**src/rtl/blob_pkg.sv**
```systemverilog
// Shared constants and FSM state type for the blob motion controller.
// Screen geometry, coordinate widths and the frame-update sequencer states.
// Compile-time option BLOB_MOTION_WRAP_EN (see blob_axis_step) selects wrap instead of bounce.
package blob_pkg;

  localparam int SCREEN_W = 1024;
  localparam int SCREEN_H = 768;

  // Output coordinate widths and the internal arithmetic width.
  localparam int XW = 11;
  localparam int YW = 10;
  localparam int CW = 12;

  typedef enum logic [1:0] {
    IDLE   = 2'd0,
    CALC_X = 2'd1,
    CALC_Y = 2'd2,
    COMMIT = 2'd3
  } state_e;

endpackage

```
**src/rtl/blob_axis_step.sv**
```systemverilog
// One-axis next position / direction / edge event for the blob sprite.
// Purely combinational; the parent time-shares it between the x and y axes.
// Macro BLOB_MOTION_WRAP_EN: toroidal wrap at the limits instead of bouncing.
module blob_axis_step
  import blob_pkg::*;
(
  input  logic [CW-1:0] pos,
  input  logic          dir,   // 1 = increasing coordinate
  input  logic [3:0]    s,
  input  logic [CW-1:0] max,
  output logic [CW-1:0] npos,
  output logic          ndir,
  output logic          evt
);

  logic [CW-1:0] s_ext;
  logic [CW-1:0] sum;

  assign s_ext = {{(CW-4){1'b0}}, s};
  assign sum   = pos + s_ext;

  // Zero speed never moves and never raises an edge event, even at a limit.
  always_comb begin
    npos = pos;
    ndir = dir;
    evt  = 1'b0;
    if (s != 4'd0) begin
`ifdef BLOB_MOTION_WRAP_EN
      if (dir) begin
        if (sum > max) begin
          npos = sum - (max + CW'(1));
          evt  = 1'b1;
        end else begin
          npos = sum;
        end
      end else begin
        if (pos < s_ext) begin
          npos = pos + (max + CW'(1)) - s_ext;
          evt  = 1'b1;
        end else begin
          npos = pos - s_ext;
        end
      end
`else
      if (dir) begin
        if (sum >= max) begin
          npos = max;
          ndir = 1'b0;
          evt  = 1'b1;
        end else begin
          npos = sum;
        end
      end else begin
        if (pos <= s_ext) begin
          npos = '0;
          ndir = 1'b1;
          evt  = 1'b1;
        end else begin
          npos = pos - s_ext;
        end
      end
`endif
    end
  end

endmodule

```
**src/rtl/blob_motion_ctrl.sv**
```systemverilog
// Per-frame blob sprite position controller: steps x/y once per vsync fall, bouncing off edges.
// Latency: new x/y and the update_done/bounce pulses appear 3 clocks after the edge-detect cycle.
// Macro BLOB_MOTION_WRAP_EN selects toroidal wrap; a single axis stepper is shared by x and y.
module blob_motion_ctrl
  import blob_pkg::*;
#(
  parameter int WIDTH  = 64,
  parameter int HEIGHT = 64,
  parameter int INIT_X = 0,
  parameter int INIT_Y = 0
) (
  input  logic          vclock,
  input  logic          reset_n,
  input  logic          vsync,
  input  logic          enable,
  input  logic [3:0]    speed,
  input  logic          load,
  input  logic [XW-1:0] load_x,
  input  logic [YW-1:0] load_y,
  output logic [XW-1:0] x,
  output logic [YW-1:0] y,
  output logic          update_done,
  output logic          bounce_x,
  output logic          bounce_y
);

  localparam logic [CW-1:0] XMAX = CW'(SCREEN_W - WIDTH);
  localparam logic [CW-1:0] YMAX = CW'(SCREEN_H - HEIGHT);

  state_e        state_q;
  logic          vsync_q;
  logic          en_q;
  logic [3:0]    spd_q;
  logic [CW-1:0] nx_q, ny_q;
  logic          ndx_q, ndy_q, evx_q, evy_q;
  logic          dir_x_q, dir_y_q;
  logic [XW-1:0] x_q;
  logic [YW-1:0] y_q;
  logic          done_q, bx_q, by_q;
  logic          pend_q;
  logic [CW-1:0] pend_x_q, pend_y_q;

  logic          frame_edge;
  logic          on_y;
  logic [CW-1:0] step_pos, step_max, step_npos;
  logic [3:0]    step_s;
  logic          step_dir, step_ndir, step_evt;
  logic [CW-1:0] lx_ext, ly_ext, lx_clamp, ly_clamp;
  logic          unused_hi;

  assign frame_edge = vsync_q & ~vsync;

  // Stepper operand mux: x axis with live speed in CALC_X, y axis with latched speed in CALC_Y.
  assign on_y     = (state_q == CALC_Y);
  assign step_pos = on_y ? {{(CW-YW){1'b0}}, y_q} : {{(CW-XW){1'b0}}, x_q};
  assign step_dir = on_y ? dir_y_q : dir_x_q;
  assign step_s   = on_y ? spd_q : speed;
  assign step_max = on_y ? YMAX : XMAX;

  blob_axis_step u_step (
    .pos  (step_pos),
    .dir  (step_dir),
    .s    (step_s),
    .max  (step_max),
    .npos (step_npos),
    .ndir (step_ndir),
    .evt  (step_evt)
  );

  // Teleport targets are clamped on capture so the stored position is always on screen.
  assign lx_ext   = {{(CW-XW){1'b0}}, load_x};
  assign ly_ext   = {{(CW-YW){1'b0}}, load_y};
  assign lx_clamp = (lx_ext > XMAX) ? XMAX : lx_ext;
  assign ly_clamp = (ly_ext > YMAX) ? YMAX : ly_ext;

  // Upper bits are always zero because every stored value is bounded by XMAX/YMAX.
  assign unused_hi = ^{nx_q[CW-1:XW], ny_q[CW-1:YW], pend_x_q[CW-1:XW], pend_y_q[CW-1:YW]};

  // Frame sequencer: detect, compute x, compute y, commit; pulses are registered one-cycle outputs.
  always_ff @(posedge vclock or negedge reset_n) begin
    if (!reset_n) begin
      state_q  <= IDLE;
      vsync_q  <= 1'b1;
      en_q     <= 1'b0;
      spd_q    <= '0;
      nx_q     <= '0;
      ny_q     <= '0;
      ndx_q    <= 1'b1;
      ndy_q    <= 1'b1;
      evx_q    <= 1'b0;
      evy_q    <= 1'b0;
      dir_x_q  <= 1'b1;
      dir_y_q  <= 1'b1;
      x_q      <= XW'(INIT_X);
      y_q      <= YW'(INIT_Y);
      done_q   <= 1'b0;
      bx_q     <= 1'b0;
      by_q     <= 1'b0;
      pend_q   <= 1'b0;
      pend_x_q <= '0;
      pend_y_q <= '0;
    end else begin
      vsync_q <= vsync;
      done_q  <= 1'b0;
      bx_q    <= 1'b0;
      by_q    <= 1'b0;
      if (load) begin
        pend_q   <= 1'b1;
        pend_x_q <= lx_clamp;
        pend_y_q <= ly_clamp;
      end
      case (state_q)
        IDLE: begin
          if (frame_edge) begin
            en_q    <= enable;
            state_q <= CALC_X;
          end
        end
        CALC_X: begin
          nx_q    <= step_npos;
          ndx_q   <= step_ndir;
          evx_q   <= step_evt;
          spd_q   <= speed;
          state_q <= CALC_Y;
        end
        CALC_Y: begin
          ny_q    <= step_npos;
          ndy_q   <= step_ndir;
          evy_q   <= step_evt;
          state_q <= COMMIT;
        end
        COMMIT: begin
          done_q <= 1'b1;
          if (pend_q) begin
            x_q <= pend_x_q[XW-1:0];
            y_q <= pend_y_q[YW-1:0];
          end else if (en_q) begin
            x_q     <= nx_q[XW-1:0];
            y_q     <= ny_q[YW-1:0];
            dir_x_q <= ndx_q;
            dir_y_q <= ndy_q;
            bx_q    <= evx_q;
            by_q    <= evy_q;
          end
          // A load arriving now is kept for the next frame.
          if (!load) begin
            pend_q <= 1'b0;
          end
          state_q <= IDLE;
        end
        default: state_q <= IDLE;
      endcase
    end
  end

  assign x           = x_q;
  assign y           = y_q;
  assign update_done = done_q;
  assign bounce_x    = bx_q;
  assign bounce_y    = by_q;

endmodule

```
**config.mk**
```make
export PLATFORM = sky130hd
export DESIGN_NAME = blob_motion_ctrl
export DESIGN_NICKNAME = d
export VERILOG_FILES = /design/src/rtl/blob_pkg.sv /design/src/rtl/blob_axis_step.sv /design/src/rtl/blob_motion_ctrl.sv
export SDC_FILE = /design/constraint.sdc
export NUM_CORES = 1
export LEC_CHECK = 0
export BUFFER_PORTS_ARGS = -buffer_cell sky130_fd_sc_hd__clkbuf_2
export CAP_MARGIN = 20
export CORE_MARGIN = 4
export CORE_UTILIZATION = 45
export DETAILED_ROUTE_END_ITERATION = 12
export PLACE_DENSITY_LB_ADDON = 0.08
export REMOVE_ABC_BUFFERS = 1
export SETUP_SLACK_MARGIN = 0.15
export SYNTH_ARGS = -nofsm -noshare
export SYNTH_HDL_FRONTEND = slang
export SYNTH_SLANG_ARGS = --single-unit
```
**constraint.sdc**
```tcl
create_clock -name vclock -period 11.55 [get_ports vclock]
set_input_delay 1.7325 -clock vclock [delete_from_list [all_inputs] [get_ports vclock]]
set_output_delay 1.7325 -clock vclock [all_outputs]
set_load 0.05 [all_outputs]
```
== After elaboration in Yosys (flattened, before gate mapping) ==
Cells that the tools add are included.
Storage, ports and cells
  bits in latches: 0
  memory bits (read-only): 0
  register bits after elaboration: 81
  bits in writable memories: 0
  memories kept: 0
Operators by class
  shifts and indexed selects: 0
  reduce and logical (&&, ||, !) cells: 6
  multiplexer cells: 33
  $add $sub $neg: 2
  bitwise logic cells: 3
  order comparisons: 4
  div/mod/pow operators: 0
  eq/ne operators: 4
  multiply operators: 0
Operator list (count)
  $mux 11: 8
  $mux 10: 3
  $mux 1: 18
  $add 11x4->12: 1
  $ge 12x10->1: 1
  $gt 11x10->1 const B: 1
  $le 11x4->1: 1
  $sub 11x4->11: 1
  $gt 10x10->1 const B: 1
  $mux 9: 1
  $pmux 2 s4: 1
  $eq 2x2->1 const B: 2
  $mux 4: 1
  $reduce_and 2->1: 2
  $reduce_bool 4->1: 1
  $reduce_and 3->1: 1
  $eq 2x1->1 const B: 1
  $logic_not 2->1: 1
  $mux 2: 1
  $ne 2x2->1 const B: 1
  $not 1->1: 2
  $reduce_bool 2->1: 1
  $and 1x1->1: 1

== Depth between registers and ports, before layout ==
Gate-level depths: netlist of the first run.
  word-level depth: 7
  depth in mapped cells: 21
  depth with buffers taken out: 17

== By module ==
From an unflattened synthesis of the first run, not the netlist that was laid out.
Unflattened totals
  cell total of the unflattened synthesis: 474
  area total of the unflattened synthesis: 4885.9 um^2
Modules (own cells, without submodules)
  blob_motion_ctrl: area each 3537.1 um^2, cells each 277, instances 1
  blob_axis_step: area each 1348.8 um^2, cells each 197, instances 1

== Least setup slack after synthesis of the first run ==
OpenSTA, ideal clock, no wires.
  kind: in2reg
  from: input speed[0]
  to: register nx_q[7]
  path buffers: 0
  setup slack: 6.625 ns
  setup time: 0.125 ns
  arrival: 4.800 ns
  stages on the path: 15
  cell sequence: mux2_2 -> ha_1 -> fa_1 -> nor3b_1 -> nor3_1 -> nor2_1 -> xnor2_1 -> ha_1 -> nor2_1 -> nand3_1 -> mux2i_1 -> o21ai_2 -> a221oi_2 -> a21oi_1 -> mux2_2
Between the ends
  longest elaborated chain between the ends: 6
  elaborated cells on any way between the ends: 10
  those cells by class: add/sub: 2; order compare: 2; mux: 5; reduce/logical: 1
Ends and longest elaborated chain
  from (decl): line blob_motion_ctrl.sv:16  | input logic [3:0] speed,
  $mux 4 *: line blob_motion_ctrl.sv:57  | assign step_s = on_y ? spd_q : speed;
  $add 11x4->12: line blob_axis_step.sv:20  | assign sum = pos + s_ext;
  $ge 12x10->1: line blob_axis_step.sv:46  | if (sum >= max) begin
  $mux 11: line blob_axis_step.sv:46
  $mux 11: line blob_axis_step.sv:45  | if (dir) begin
  $mux 11 *: line blob_axis_step.sv:27  | if (s != 4'd0) begin
  to (signal assigned): line blob_motion_ctrl.sv:120  | nx_q <= step_npos;
  to (decl): line blob_motion_ctrl.sv:34  | logic [CW-1:0] nx_q, ny_q;
Every way passes the cells marked *; elsewhere a longest branch is shown, timed or not.
A chain may end at the register's enable or synchronous reset.

== Final worst setup path of the first run ==
  from: input speed[0]
  to: register evx_q
Between the ends
  longest elaborated chain between the ends: 6
  elaborated cells on any way between the ends: 9
  those cells by class: add/sub: 1; order compare: 2; mux: 5; reduce/logical: 1
Ends and longest elaborated chain
  $mux 4 *: line blob_motion_ctrl.sv:57
  $add 11x4->12: line blob_axis_step.sv:20
  $ge 12x10->1: line blob_axis_step.sv:46
  $mux 1: line blob_axis_step.sv:46
  $mux 1: line blob_axis_step.sv:45
  $mux 1 *: line blob_axis_step.sv:27
  to (signal assigned): line blob_motion_ctrl.sv:122  | evx_q <= step_evt;
  to (decl): line blob_motion_ctrl.sv:35  | logic ndx_q, ndy_q, evx_q, evy_q;
Marked as above.

==> results of run 1 <==
-- synthesized netlist by cell type (3+ instances only) --
cell and count:
ha_1 13, nor2b_1 9, o22ai_1 6, nor3_1 10, clkbuf_1 11, mux2_2 20, buf_2 4, dfrtp_1 76
nor3b_1 3, mux2_4 5, a21oi_1 27, nand3_1 9, buf_6 4, o211ai_1 3, nand2_1 44, dfstp_2 5
and3_1 4, inv_1 32, o22a_1 3, a31oi_1 6, mux2i_1 28, buf_4 5, nor2_1 39, o21ai_0 47
a21o_1 8
-- cell type report --
class | count | area (um2) | share of cell area [%]
Clock inverter | 5 | 30.0 | 0.567
Inverter | 32 | 120 | 2.27
Timing Repair Buffer | 60 | 340 | 6.43
Clock buffer | 11 | 151 | 2.86
Multi-Input combinational cell | 349 | 2450 | 46.3
Sequential cell | 81 | 2030 | 38.4
Tap cell | 136 | 170 | 3.21
-- worst max-delay path: cells and delay by family --
family / cells / cell delay [ps]
compound gates: 2 / 460
fa+ha+maj: 3 / 890
xor+xnor: 1 / 170
simple gates: 6 / 1100
buf+inv: 1 / 90
mux: 3 / 890
-- per-stage QoR --
step                      area [um2]  hold slack, ps  util [%]
after global routing            5300             524      51.3
after global placement          5080             484      49.2
after CTS                       5260             513      51.0
final                           5300             509      51.3
after detailed placement        5080             489      49.2
after floorplan                 4590             449         -
-- cells in the final DEF, fill, tap and decap left out, types with 3 or more instances in the layout --
master / count
o21ai_0: 47
clkbuf_2: 52
and3_1: 4
mux2i_1: 28
nand2_1: 44
o21ai_2: 3
nor3_1: 10
nor2b_1: 9
nor3b_1: 3
a31oi_1: 6
dfstp_2: 5
a21oi_1: 27
nor2_1: 39
clkbuf_8: 11
o22a_1: 3
inv_1: 32
dfrtp_1: 76
clkinv_2: 3
mux2_4: 5
mux2_2: 20
ha_1: 12
o211ai_1: 3
buf_4: 7
a21o_1: 8
o22ai_1: 6
nand3_1: 9
-- state kept, by name, indices dropped and copies added, names as in the netlist, 2 cells and up --
name	cells
ny_q	10
x	11
nx_q	11
y	10
state_q	2
pend_y_q	10
pend_x_q	11
spd_q	4
-- kinds of logic after synthesis --
logic type | Yosys count | share of synthesized area, %
simple gates | 142 | 15.1
compound gates | 133 | 18.2
flops | 81 | 42.8
buf+inv | 59 | 6.02
mux | 55 | 13.0
fa+ha+maj | 15 | 4.26
xor+xnor | 4 | 0.737
-- worst max path at each step --
stage / depth (start not counted) / slack (ps) / end
detailed placement: 16 / 6090 / evx_q
floorplan: 17 / 6430 / nx_q[7]
finish: 16 / 6460 / evx_q
global placement: 16 / 6190 / evx_q
CTS: 16 / 6480 / evx_q
global route: 18 / 6110 / evx_q
-- power by group through the flow --
stage	logic [W]	registers, W	clock network, W
final	0.00102	0.000471	0.000196
after global routing	0.00112	0.000487	0.000217
after CTS	0.00102	0.000472	0.000202
after detailed placement	0.00101	0.000477	0
after global placement	0.00100	0.000475	0
after floorplan	0.000660	0.000574	0
-- layer usage --
| layer | wire, um | up-vias | GRT usage [%] |
|---|---|---|---|
| met4 | 180 | 0 | 6.65 |
| met5 | 0 | - | 0 |
| met2 | 5430 | 55 | 31.5 |
| met3 | 331 | 11 | 2.46 |
| met1 | 6150 | 1825 | 29.7 |
| li1 | - | 1818 | - |
==> flow_metrics.py, run 1 <==
metrics = {
    "timing": {
        "hold_viol": 0,
        "finalMaxSlewViolations": 0,
        "rsz0062_at_grt": "no",
        "slew_headroom_pct": 32.5,
        "max_freq_mhz": 196,
        "period_needed_ps": 5090,
        "fin_worst_skew_ps": 7.33,
        "setup_viol": 0,
        "tightest_slew_ps": 1000,
        "tns_ps": 0,
        "period_share_pct": 44.1,
        "fin_ws_ps": 6460,
    },
    "place": {
        "dp_hpwl_mm": 8.67,
        "place_congestion": 0.886,
        "portBuffers": 53,
        "place_ws_ps": 6090,
        "dp.cells": 656,
    },
    "yosys": {
        "synth_warnings": 0,
        "ys_top_cells_by_area": "dfrtp_1 (40%), mux2i_1 (5.9%), o21ai_0 (4.9%)",
        "async_flop_share_pct": 100,
        "synth_ff_type": "dfrtp_1",
        "synth_area_um2": 4760,
        "synth_cells": 489,
        "ys_types": 72,
        "ys_seq_elements": 81,
        "yosysTopAreaCell": "dfrtp_1",
        "postSynthAreaPerCell_um2": 9.73,
        "synth_top_area_share_pct": 40.0,
        "synth_edf_count": 0,
        "synth-seq-area-share_pct": 42.8,
    },
    "routing": {
        "drtIter0Drc": 199,
        "dr_total_vias": 3709,
        "viasPerCell": 5.50,
        "wl_per_cell_um": 17.9,
        "first_pass_iters": 4,
        "wl_mm": 12.1,
        "ant_nets": 0,
        "drc_errors": 0,
    },
    "power": {
        "max-vdd-ir-drop_mv": 0.130,
        "seqPwrFrac_pct": 28.0,
        "p_sw_w": 0.000824,
        "power_frac_comb_pct": 60.4,
        "power_switching_share_pct": 48.9,
        "power.density_nw_per_um2": 318,
        "design_power_total_w": 0.00168,
        "intPower_w": 0.000860,
        "clkPwrFrac_pct": 11.6,
        "leakagePower_nw": 2.51,
    },
    "clock_tree": {
        "cts.clk_slew.worst_paths_ps": 90,
        "post_cts_resized": 0,
        "clkSinkCount": 81,
        "numCtsBuffers": 9,
        "cts_tree": "built",
        "cts_max_path_buffers": 2,
        "postCtsSetupRepairBufs": 0,
        "clk_latency_ps": 360,
        "htreeDepth": 3,
        "root_buffer": "clkbuf_8",
        "cts_hold_buf": 0,
    },
    "layout": {
        "n_antenna_cell": 0,
        "fin_cells": 674,
        "nets": 578,
        "areaGrowthSynthToFinish_pct": 11.4,
        "nFillCells": 1002,
        "layout-drive-gt1-share_pct": 24.5,
    },
    "critical_path": {
        "reg2reg_depth": 18,
        "cp_cell_sequence": "clkbuf_2, mux2_2, ha_1, fa_1, nor3b_1, nor3_1, nor2_1, xnor2_1, ha_1, nor2_1, nand3_1, mux2i_1, o21ai_2, a21oi_4, nor3_1, mux2_2",
        "rrSetupSlack_ps": 6550,
        "crit_path_start_kind": "primary input",
        "cp_slowest_cell": "nor3_1",
        "required_ps": 11800,
        "startpoint": "speed[0]",
        "criticalPathCategory": "in2reg",
        "reg2reg_from": "state_q[0]",
        "cp.arrival_ps": 5340,
        "r2r_end": "evx_q",
        "cp_slowest_stage_delay_ps": 480,
        "worst_setup_path_end_kind": "register",
        "cp_max_fo": 6,
    },
    "hold_path": {
        "holdCritStartpoint": "spd_q[3]",
        "hold_class": "reg2reg",
        "hold_end": "spd_q[3]",
        "hold_depth": 1,
    },
    "die": {
        "fp.dieW_um": 111,
        "rows": 37,
        "die-area_um2": 12300,
        "dieHeight_um": 111,
        "fp.coreArea_um2": 10300,
        "io_pins": 54,
        "initial_core_util_pct": 46.1,
    },
    "grt": {
        "grt_usage_pct": 20.4,
        "grt_pass1_vias": 3712,
        "antenna_found_initial": 0,
        "grt_pass1_wl_mm": 20.0,
        "grt_max_degree": 82,
        "grt_overflow_total": 0,
    },
    "flow_run": {
        "cap_violations": 0,
    },
    "status": {
        "outcome": "completed",
    },
}
No activity file was read; power rests on OpenSTA's default activity.
==> run 2: changes to the inputs <==
ABC_AREA = 1   (was unset)
clock period = 5 ns   (was 11.55 ns; I/O delays follow)
==> run 2 against run 1 <==
Sequential power grew 120%. Power grew 140%. Setup slack lost 5400 ps. Hold slack lost 300 ps. Non-clock buffer count shrank 3. Utilization grew 0.95 points. Final cell count grew 14%. Final area shrank 1.8%. Clock skew grew 2.3 ps. Die area shrank 1.7%. Critical path type is now reg2reg. Largest cell class unchanged. Largest power group unchanged.
==> flow_metrics.py, run 2 <==
metrics = {
    "clock_tree": {
        "cts_max_path_buffers": 2,
        "cts.clk_slew.worst_paths_ps": 80,
        "clkSinkCount": 81,
        "postCtsSetupRepairBufs": 0,
        "htreeDepth": 3,
        "cts_hold_buf": 0,
        "cts_tree": "built",
        "clk_latency_ps": 360,
        "root_buffer": "clkbuf_8",
        "numCtsBuffers": 9,
        "post_cts_resized": 0,
    },
    "yosys": {
        "synth_ff_type": "dfrtp_1",
        "synth_cells": 584,
        "ys_types": 44,
        "synth_edf_count": 0,
        "synth.most_common_cell": "nand2_1",
        "synth-seq-area-share_pct": 43.5,
        "async_flop_share_pct": 100,
        "ys_seq_elements": 81,
        "synthXorXnorAreaFrac_pct": 2.25,
        "synthTopCellsByCount": "nand2_1 (159), dfrtp_1 (76), inv_1 (67)",
        "synth_top_family_by_area": "simple AND/OR/NAND/NOR gates",
        "postSynthAreaPerCell_um2": 8.00,
        "ys_top_cells_by_area": "dfrtp_1 (41%), nand2_1 (13%), o21ai_0 (5.5%)",
        "synthAdderAreaFrac_pct": 4.34,
        "synth-compound-area-share_pct": 13.8,
        "synth_area_um2": 4670,
        "yosys.area_share.simple_pct": 25.9,
        "synth.area.mux_share_pct": 0.241,
        "synth_warnings": 0,
        "synth_top_area_share_pct": 40.7,
        "yosysTopAreaCell": "dfrtp_1",
    },
    "routing": {
        "drtIter0Drc": 208,
        "first_pass_iters": 6,
        "wl_per_cell_um": 15.0,
        "drc_errors": 0,
        "ant_nets": 0,
        "wl_mm": 11.5,
        "dr_total_vias": 3936,
        "viasPerCell": 5.14,
    },
    "critical_path": {
        "cp_slowest_cell": "ha_2",
        "criticalPathCategory": "reg2reg",
        "critPathTopFamily": "adder cells",
        "reg2reg_from": "state_q[0]",
        "crit_path_start_kind": "register",
        "reg2reg_depth": 23,
        "worst-path-stages": 23,
        "rrSetupSlack_ps": 1050,
        "cp_slowest_stage_delay_ps": 470,
        "cp_cell_sequence": "inv_1, ha_2, inv_4, o21ai_0, ha_1, fa_1, nand3_1, nand2_2, nand3_2, nor2_4, xor2_1, inv_1, ha_1, inv_1, nor2_1, nand3_1, nand2_1, nand2_4, nand3_2, nand2_1, nor2_1, nand2_1, o21ai_2",
        "cp_max_fo": 22,
        "required_ps": 5280,
        "crit_buf_inv": 4,
        "worst_setup_path_end_kind": "register",
        "cp.arrival_ps": 4230,
        "r2r_end": "evx_q",
    },
    "timing": {
        "max_freq_mhz": 253,
        "tns_ps": 0,
        "finalMaxSlewViolations": 0,
        "period_needed_ps": 3950,
        "tightest_slew_ps": 933,
        "fin_ws_ps": 1050,
        "hold_viol": 0,
        "fin_worst_skew_ps": 9.61,
        "setup_viol": 0,
        "period_share_pct": 79.0,
        "holdWs_ps": 212,
        "rsz0062_at_grt": "no",
        "slew_headroom_pct": 37.8,
    },
    "die": {
        "io_pins": 54,
        "fp.coreArea_um2": 9950,
        "fp.dieW_um": 110,
        "die-area_um2": 12100,
        "rows": 36,
        "dieHeight_um": 110,
        "initial_core_util_pct": 46.9,
    },
    "grt": {
        "grt_usage_pct": 20.6,
        "antenna_found_initial": 0,
        "grt_max_degree": 82,
        "grt_pass1_vias": 3746,
        "grt_pass1_wl_mm": 19.0,
        "grt_overflow_total": 0,
    },
    "place": {
        "place_congestion": 0.914,
        "portBuffers": 53,
        "place_ws_ps": 1060,
        "dp_hpwl_mm": 8.46,
    },
    "power": {
        "max-vdd-ir-drop_mv": 0.270,
        "power.density_nw_per_um2": 769,
        "leakagePower_nw": 2.63,
    },
    "layout": {
        "n_antenna_cell": 0,
        "final_common_cell": "nand2_1",
        "nets": 673,
        "areaGrowthSynthToFinish_pct": 11.4,
        "final_cell_mix": "nand2_1 (159), dfrtp_1 (76), inv_1 (67)",
        "nFillCells": 1012,
        "layout-drive-gt1-share_pct": 18.3,
    },
    "hold_path": {
        "hold_class": "in2async",
    },
    "status": {
        "outcome": "completed",
    },
    "flow_run": {
        "cap_violations": 0,
    },
}
[run 2: logic make-up (layout without fill, tap and decap cells)]
| kind of cell | Yosys count | count (layout) |
|---|---|---|
| AO/OA/AOI/OAI | 103 | 103 |
| multiplexers | 1 | 1 |
| XOR/XNOR | 12 | 12 |
| AND/OR/NAND/NOR | 272 | 272 |
| flip-flops | 81 | 81 |
| buffers and inverters | 100 | 149 |
| adder cells (fa/ha/maj) | 15 | 15 |
[run 2: per-layer routing]
metal | share of wire, % | up-vias | global-route usage, % | routed length, um
li1 | - | 1964 | - | -
met1 | 50 | 1875 | 30.4 | 5720
met2 | 45 | 87 | 31.2 | 5150
met3 | 4.2 | 10 | 2.70 | 481
met4 | 1.2 | 0 | 6.68 | 138
met5 | 0 | - | 0 | 0
[run 2: how the worst max path moves through the flow]
stage                from       to
2_1_floorplan  state_q[0]  ny_q[8]
3_3_place_gp   state_q[0]  nx_q[4]
3_5_place_dp   state_q[0]    evx_q
4_1_cts        state_q[0]    evx_q
5_1_grt        state_q[0]  nx_q[4]
6_report       state_q[0]    evx_q
[run 2: area by class of cell]
class                      count  area, um2  share of cell area (%)
multi-input combinational    403       2170                    41.8
sequential                    81       2030                    39.1
timing repair buffer          57        318                    6.11
inverter                      76        290                    5.58
tap                          133        166                    3.20
clock buffer                  12        145                    2.79
clock inverter                 4       76.3                    1.47
[run 2: worst reg2reg max path, delay by kind of cell, from the launching register on]
kind / cells / cell delay, ps
adders and majority gates: 4 / 1240
and+or+nand+nor: 12 / 1200
AOI/OAI and AO/OA: 2 / 450
DFF: 1 / 410
buffers and inverters: 4 / 390
xor gates and xnor gates: 1 / 200
[run 2: report_power, final]
group / switching (W) / internal, W
Clock: 0.000247 / 0.000297
Combinational: 0.00170 / 0.000722
Sequential: 0.000145 / 0.000892
[run 2: metrics by stage]
step / area, um2 / cells / util [%] / power [W]
global route: 5200 / 766 / 52.2 / 0.00437
CTS: 5170 / 765 / 52.0 / 0.00401
detailed placement: 4950 / 749 / 49.7 / 0.00345
floorplan: 4490 / 560 / - / 0.00283
finish: 5200 / 766 / 52.2 / 0.00400
global placement: 4950 / 749 / 49.7 / 0.00345
==> run 3: changes to the inputs <==
clock period = 3.41 ns   (was 5 ns; I/O delays follow)
==> run 3 against run 2 <==
Global-route usage increased by 1.3 points. Critical endpoint is now nx_q[4]. Largest cell class unchanged. Setup slack got worse by 820 ps. Sequential power is 45% higher. First-iteration DRC count increased by 25%. Highest routed layer unchanged.
==> flow_metrics.py, run 3 (synthesis gave the netlist of run 2 again) <==
metrics = {
    "clock_tree": {
        "numCtsBuffers": 9,
        "cts_max_path_buffers": 2,
        "cts_tree": "built",
        "clkSinkCount": 81,
        "cts.clk_slew.worst_paths_ps": 90,
        "htreeDepth": 3,
        "clk_latency_ps": 360,
        "root_buffer": "clkbuf_8",
    },
    "critical_path": {
        "criticalPathCategory": "reg2reg",
        "required_ps": 3670,
        "crit_path_start_kind": "register",
        "cp_cell_sequence": "inv_2, ha_4, nand2_1, o21ai_2, ha_2, fa_2, nand3_2, nand2_2, nand3_2, nor2_4, xor2_2, inv_1, ha_1, inv_1, nor2_1, nand3_1, nand2_2, nand2_4, nand3_4, inv_2, nand2_2, nand2_2, nand3_1, nand2_1",
        "worst_setup_path_end_kind": "register",
        "critPathTopFamily": "simple AND/OR/NAND/NOR gates",
        "cp_slowest_cell": "dfrtp_1",
        "crit_path_frequent_cell": "nand2_2",
        "cp_slowest_stage_delay_ps": 390,
        "reg2reg_from": "state_q[0]",
        "crit_buf_inv": 4,
        "cp.arrival_ps": 3440,
        "startpoint": "state_q[0]",
        "cp_max_fo": 6,
    },
    "timing": {
        "tightest_slew_ps": 542,
        "tns_ps": 0,
        "fin_ws_ps": 235,
        "period_needed_ps": 3180,
        "rsz0062_at_grt": "yes",
        "max_freq_mhz": 315,
        "hold_viol": 0,
        "slew_headroom_pct": 63.8,
        "period_share_pct": 93.1,
        "setup_viol": 0,
        "fin_worst_skew_ps": 9.64,
        "finalMaxSlewViolations": 0,
    },
    "grt": {
        "grt_usage_pct": 21.9,
        "grt_max_degree": 82,
        "antenna_found_initial": 0,
        "grt_overflow_total": 0,
        "grt_pass1_vias": 3946,
        "grt_pass1_wl_mm": 20.1,
    },
    "routing": {
        "met3_length_um": 504,
        "wl_met2_mm": 5.76,
        "drc_errors": 0,
        "drtIter0Drc": 259,
        "wl_mm": 12.5,
        "dr_total_vias": 4109,
        "routed.top_layer": "met4",
        "viasPerCell": 5.17,
        "wl_per_cell_um": 15.8,
        "ant_nets": 0,
        "first_pass_iters": 6,
        "wl_met1_mm": 6.06,
    },
    "die": {
        "rows": 36,
        "die-area_um2": 12100,
        "io_pins": 54,
        "fp.dieW_um": 110,
        "initial_core_util_pct": 46.9,
        "fp.coreArea_um2": 9950,
        "dieHeight_um": 110,
    },
    "power": {
        "max-vdd-ir-drop_mv": 0.528,
        "leakagePower_nw": 2.78,
        "power.density_nw_per_um2": 1170,
    },
    "layout": {
        "final_common_cell": "nand2_1",
        "n_antenna_cell": 0,
        "nets": 702,
        "layout-drive-gt1-share_pct": 26.1,
        "final_cell_mix": "nand2_1 (150), dfrtp_1 (76), inv_1 (63)",
        "fin_cells": 795,
        "areaGrowthSynthToFinish_pct": 18.9,
    },
    "place": {
        "portBuffers": 53,
        "place_congestion": 0.922,
        "place_ws_ps": -102,
        "dp.cells": 766,
        "dp_hpwl_mm": 8.84,
    },
    "status": {
        "outcome": "completed",
    },
    "hold_path": {
        "holdCritStartpoint": "vsync",
        "hold_class": "in2reg",
    },
    "flow_run": {
        "cap_violations": 0,
    },
}
==> run 3: layout make-up <==
type	instances	area, um2
Tap cell	133	166
Timing Repair Buffer	86	557
Clock buffer	10	128
Sequential cell	81	2030
Multi-Input combinational cell	403	2310
Clock inverter	6	66.3
Inverter	76	293
Fill cell	974	4400
==> run 3: repair_timing <==
action                                  4_1_cts  5_1_grt
hold endpoints to repair                      0        9
resized for setup                            16       30
hold buffers                                  0        1
endpoints found under the setup margin       24       24
pin swaps                                     1       13
gates cloned                                  0        0
setup buffers                                 3        8
==> run 3: metal layers <==
metal / up-vias / global-route usage [%]
met5: - / 0
met4: 0 / 8.28
met3: 15 / 2.64
met2: 81 / 33.2
met1: 1981 / 31.9
li1: 2032 / -
==> run 3: report_power, final <==
| group | internal [W] | switching, W | leakage, nW |
|---|---|---|---|
| sequential | 0.00131 | 0.000198 | 0.986 |
| combinational | 0.00147 | 0.00277 | 1.69 |
| clock | 0.000341 | 0.000375 | 0.101 |
==> run 3: metrics by stage <==
| stage | total power [W] | hold WS (ps) | util, % | instance area [um2] |
|---|---|---|---|---|
| after global placement | 0.00529 | 463 | 51.0 | 5080 |
| after global routing | 0.00701 | 211 | 55.8 | 5550 |
| final | 0.00647 | 231 | 55.8 | 5550 |
| after detailed placement | 0.00527 | 466 | 51.0 | 5080 |
| after CTS | 0.00611 | 216 | 53.6 | 5330 |
| after floorplan | 0.00415 | 216 | - | 4490 |
==> run 3: worst paths after layout <==
path,endpoint,slack (ps),cells past startpoint
worst max-delay path,nx_q[4],230,24
worst min-delay path,vsync_q,230,1
worst min register to register,ndx_q,480,2
max in group asynchronous,dir_x_q,2250,3
worst max register to register,nx_q[4],230,24
min in group asynchronous,spd_q[2],520,2
